### src/rtl/execute_stage_pkg.sv
// -----------------------------------------------------------------------------
// execute_stage_pkg
// Shared definitions for the LEGv8-style execute stage: the default datapath
// width and the ALU operation encodings used on AluControl / ALUControl.
// -----------------------------------------------------------------------------
package execute_stage_pkg;

  localparam int unsigned N_DEFAULT = 64;

  typedef enum logic [3:0] {
    ALU_AND   = 4'b0000,
    ALU_OR    = 4'b0001,
    ALU_ADD   = 4'b0010,
    ALU_SUB   = 4'b0110,
    ALU_PASSB = 4'b0111
  } alu_op_e;

endpackage : execute_stage_pkg

### src/rtl/execute_stage_alu.sv
// -----------------------------------------------------------------------------
// alu
// Purely combinational N-bit ALU.
// Ports:
//   a, b        operands
//   ALUControl  operation code (see execute_stage_pkg::alu_op_e)
//   result      operation result, unsigned modulo 2^N; 0 for unknown codes
//   zero        1 when result == 0
// -----------------------------------------------------------------------------
module alu
  import execute_stage_pkg::*;
#(
  parameter int unsigned N = N_DEFAULT
) (
  input  logic [N-1:0] a,
  input  logic [N-1:0] b,
  input  logic [3:0]   ALUControl,
  output logic [N-1:0] result,
  output logic         zero
);

  always_comb begin
    result = '0;
    case (ALUControl)
      ALU_AND:   result = a & b;
      ALU_OR:    result = a | b;
      ALU_ADD:   result = a + b;
      ALU_SUB:   result = a - b;
      ALU_PASSB: result = b;
      default:   result = '0;
    endcase
  end

  // Derived from the actual result, so undefined codes also report zero.
  assign zero = (result == '0);

endmodule : alu

### src/rtl/execute_stage.sv
// -----------------------------------------------------------------------------
// execute_stage
// EX stage of the 64-bit LEGv8-style pipeline. Selects the ALU B operand,
// runs the ALU, computes the branch target and captures everything in the
// EX/MEM register one cycle after the inputs.
// Ports:
//   clk, reset    rising-edge clock, synchronous active-high reset
//   AluSrc        B select: 0 = readData2_E, 1 = signImm_E
//   AluControl    ALU operation code
//   PC_E          PC of the instruction in EX
//   signImm_E     sign-extended immediate in words
//   readData1_E   operand A
//   readData2_E   operand B / store data
//   PCBranch_E    registered PC_E + (signImm_E << 2)
//   aluResult_E   registered ALU result
//   writeData_E   registered readData2_E
//   zero_E        registered ALU zero flag
// -----------------------------------------------------------------------------
module execute_stage
  import execute_stage_pkg::*;
#(
  parameter int unsigned N = N_DEFAULT
) (
  input  logic         clk,
  input  logic         reset,
  input  logic         AluSrc,
  input  logic [3:0]   AluControl,
  input  logic [N-1:0] PC_E,
  input  logic [N-1:0] signImm_E,
  input  logic [N-1:0] readData1_E,
  input  logic [N-1:0] readData2_E,
  output logic [N-1:0] PCBranch_E,
  output logic [N-1:0] aluResult_E,
  output logic [N-1:0] writeData_E,
  output logic         zero_E
);

  logic [N-1:0] alu_b;
  logic [N-1:0] pcbranch_d, pcbranch_q;
  logic [N-1:0] aluresult_d, aluresult_q;
  logic [N-1:0] writedata_d, writedata_q;
  logic         zero_d, zero_q;

  assign alu_b = AluSrc ? signImm_E : readData2_E;

  alu #(.N(N)) u_alu (
    .a          (readData1_E),
    .b          (alu_b),
    .ALUControl (AluControl),
    .result     (aluresult_d),
    .zero       (zero_d)
  );

  // Word offset to byte offset; bits shifted past the MSB are dropped.
  assign pcbranch_d  = PC_E + {signImm_E[N-3:0], 2'b00};
  assign writedata_d = readData2_E;

  always_ff @(posedge clk) begin
    if (reset) begin
      pcbranch_q  <= '0;
      aluresult_q <= '0;
      writedata_q <= '0;
      zero_q      <= 1'b0;
    end else begin
      pcbranch_q  <= pcbranch_d;
      aluresult_q <= aluresult_d;
      writedata_q <= writedata_d;
      zero_q      <= zero_d;
    end
  end

  assign PCBranch_E  = pcbranch_q;
  assign aluResult_E = aluresult_q;
  assign writeData_E = writedata_q;
  assign zero_E      = zero_q;

endmodule : execute_stage

### config.mk
export PLATFORM = sky130hd
export DESIGN_NAME = execute_stage
export DESIGN_NICKNAME = d
export VERILOG_FILES = /design/src/rtl/execute_stage_pkg.sv /design/src/rtl/execute_stage_alu.sv /design/src/rtl/execute_stage.sv
export SDC_FILE = /design/constraint.sdc
export NUM_CORES = 1
export LEC_CHECK = 0
export ABC_AREA = 1
export BUFFER_PORTS_ARGS = -buffer_cell sky130_fd_sc_hd__buf_2
export CAP_MARGIN = 20
export CORE_MARGIN = 2
export CORE_UTILIZATION = 25
export DETAILED_ROUTE_END_ITERATION = 10
export GPL_TIMING_DRIVEN = 0
export PLACE_DENSITY = 0.51
export SLEW_MARGIN = 0
export SYNTH_ARGS = -nofsm -noshare
export SYNTH_HDL_FRONTEND = slang
export SYNTH_HIERARCHICAL = 1
export SYNTH_SLANG_ARGS = --single-unit
### constraint.sdc
create_clock -name clk -period 11.1 [get_ports clk]
set_clock_uncertainty 0.05 [all_clocks]
set_input_delay 0 -clock clk [delete_from_list [all_inputs] [get_ports clk]]
set_output_delay 0 -clock clk [all_outputs]
set_load 0.03 [all_outputs]
==> results.json <==
{
  "vias": 26495,
  "synth_ff_type": "dfxtp_1",
  "cp_max_fo": 5,
  "endpoint_kind": "flop",
  "final_common_cell": "nand2_1",
  "hold_start": "readData1_E[7]",
  "outcome": "finished, final reports clean",
  "start_util_pct": 25.3,
  "fin_cells": 5807,
  "synth_top_family_by_area": "simple AND/OR/NAND/NOR gates",
  "worst_slew_pin_slew_ns": 1.22,
  "drc": 0,
  "wl_per_cell_microns": 19.4,
  "finalHoldViolCount": 0,
  "synthSimpleGateAreaFrac_pct": 42.8,
  "vdd_ir_drop_max_uv": 126,
  "ys_types": 48,
  "clk_pin_slew_ns": 0.08,
  "dp_cells": 5568,
  "chipWidth_microns": 295,
  "port_buffers": 454,
  "holdWs_ns": 0.0254,
  "die_height_microns": 295,
  "period_share_pct": 58.8,
  "area_delta_synth_final_pct": 29.8,
  "syn-num-nets": 4371,
  "ant_nets": 0,
  "synth_xor_xnor_area_share_pct": 2.60,
  "core_area_sq_um": 83800,
  "grt_max_degree": 19,
  "p_total_uw": 2780,
  "avgSynthCellArea_sq_um": 5.34,
  "syn_area_sq_um": 21200,
  "gp_congestion": 0.966,
  "min-delay-path-class": "in -> reg",
  "synthAdderAreaFrac_pct": 7.67,
  "cts_buffers": 17,
  "async_flop_share_pct": 0,
  "drive_above_1_share_pct": 13.7,
  "clock.fmax_ghz": 0.153,
  "critical_path_class": "in -> reg",
  "grt.total_usage_pct": 25.3,
  "grt_antenna_before_repair": 11,
  "maxSlewViolCount": 0,
  "cap_violations": 0,
  "htree_levels": 4,
  "die_area_sq_um": 87300,
  "slew-limit-headroom_pct": 17.7,
  "fin_nets": 5044,
  "startpoint_type": "primary input",
  "crit_path_top_delay_cell": "nor3_1",
  "powerDensity_nw_per_um2": 101,
  "min_to": "aluResult_E[7]$_SDFF_PP0_",
  "rsz0062_at_grt": "false",
  "drt-initial-drc-count": 1798,
  "min_period_ns": 6.52,
  "finalWirelength_microns": 112000,
  "synthMuxAreaShare_pct": 0,
  "grt_pass1_vias": 25576,
  "whs_path_depth": 7,
  "cpPeakStageDelay_ns": 0.91,
  "dp_hpwl_microns": 97200,
  "setup_viol": 0,
  "yosysWarningCount": 6,
  "yosysSeqAreaShare_pct": 18.2,
  "clock-sinks": 193,
  "avgViaCountPerCell": 4.56,
  "dr.pass1.iters": 8,
  "ioPinCount": 456,
  "required_ns": 11.51,
  "fillers": 9800,
  "leakagePower_uw": 0.0159,
  "synth_compound_area_share_pct": 11.7,
  "postSynthCellCount": 3979,
  "grt-ovfl-total": 0,
  "grt_first_pass_wirelength_microns": 160000,
  "clk_path_buf_depth": 2,
  "fin_setup_tns_ns": 0,
  "seq_area_sq_um": 3860,
  "rows": 106,
  "cts_tree": "built",
  "crit_start": "signImm_E[27]",
  "root_buffer": "clkbuf_16",
  "multi_input_area_sq_um": 13800,
  "ys_seq_elements": 193,
  "mostFrequentLayoutCells": "nand2_1, inv_1, nor2_1",
  "synth-edff-count": 0,
  "worstPathArrival_ns": 6.93,
  "post_cts_buffers": 0,
  "crit_top_cell": "nand2_1"
}
-- metal layers --
layer	track usage (%)	part of all wire, %	vias up
met4	9.06	3.2	4
met5	0	0.028	-
met3	3.29	4.8	142
met1	31.2	44	12106
met2	44.6	48	798
li1	-	-	13445
-- Yosys cell counts (all sizes together) (2+ instances only) --
| master | number | area share [%] |
|---|---|---|
| xor2 | 62 | 2.6 |
| o22ai | 3 | 0.088 |
| clkbuf | 45 | 0.80 |
| nand4 | 35 | 1.0 |
| or2 | 5 | 0.16 |
| buf | 20 | 0.46 |
| fa | 2 | 0.19 |
| nor3 | 39 | 1.2 |
| o31ai | 2 | 0.071 |
| o21a | 7 | 0.25 |
| nand3 | 196 | 5.0 |
| and2 | 6 | 0.18 |
| a21oi | 195 | 4.6 |
| inv | 888 | 16 |
| nand2 | 1279 | 23 |
| and3 | 4 | 0.12 |
| ha | 127 | 7.5 |
| nor2 | 561 | 11 |
| a21o | 8 | 0.28 |
| clkinv | 5 | 0.088 |
| a31oi | 2 | 0.059 |
| o21ai | 230 | 5.5 |
| dfxtp | 193 | 18 |
| nor3b | 2 | 0.071 |
| nand3b | 20 | 0.82 |
| o21bai | 20 | 0.71 |
| nor4 | 18 | 0.59 |
-- power breakdown --
part           internal (uW)  switching [uW]
Clock                    344             343
Sequential               744            12.7
Combinational            417             918
-- what timing repair did --
| action | CTS | global route |
|---|---|---|
| endpoints found under the hold margin | 141 | 0 |
| resized for setup | 0 | 0 |
| hold buffers | 199 | 0 |
-- stage by stage --
stage                     utilization (%)  cell area [sq um]  worst slack [ns]
after detailed placement             29.8              24900              4.20
after global routing                 32.9              27500              4.52
after floorplan                         -              21200              7.00
after CTS                            32.9              27500              4.78
after global placement               29.7              24900              4.25
final                                32.9              27600              4.58
-- worst max-delay path by stage --
| stage | depth (start not counted) | slack, ns | to |
|---|---|---|---|
| floorplan | 37 | 7.00 | zero_E$_SDFF_PP0_ |
| global placement | 28 | 4.25 | zero_E$_SDFF_PP0_ |
| detailed placement | 28 | 4.20 | zero_E$_SDFF_PP0_ |
| CTS | 28 | 4.78 | zero_E$_SDFF_PP0_ |
| global route | 28 | 4.52 | zero_E$_SDFF_PP0_ |
| finish | 27 | 4.58 | zero_E$_SDFF_PP0_ |
-- state kept, by name (all words and copies together) (netlist names) --
name         cells
PCBranch_E      64
writeData_E     64
zero_E           1
aluResult_E     64
-- final cells by class --
type / instances / share of cell area [%]
repair buffers: 654 / 15.5
plain buffers: 65 / 0.981
inverters: 893 / 12.2
diodes: 8 / 0.0726
well taps: 1134 / 5.15
flip-flops and latches: 193 / 14.0
multi-input cells: 2828 / 49.9
clock inverters: 14 / 0.604
clock buffers: 18 / 1.59
-- critical path, delay by kind of cell --
family / cells / cell delay (ns)
xor+xnor: 1 / 0.14
compound gates: 2 / 0.58
fa+ha+maj: 1 / 0.48
buf+inv: 4 / 0.79
simple gates: 19 / 4.90
-- cell families (layout without fill, tap and decap cells) --
family / Yosys count / count (layout)
AO/OA/AOI/OAI: 471 / 471
XOR/XNOR: 63 / 63
adder cells (fa/ha/maj): 129 / 129
buffers and inverters: 958 / 1644
flip-flops: 193 / 193
other: 0 / 8
AND/OR/NAND/NOR: 2165 / 2165
Note: power is estimated with default switching activity, not from simulation.
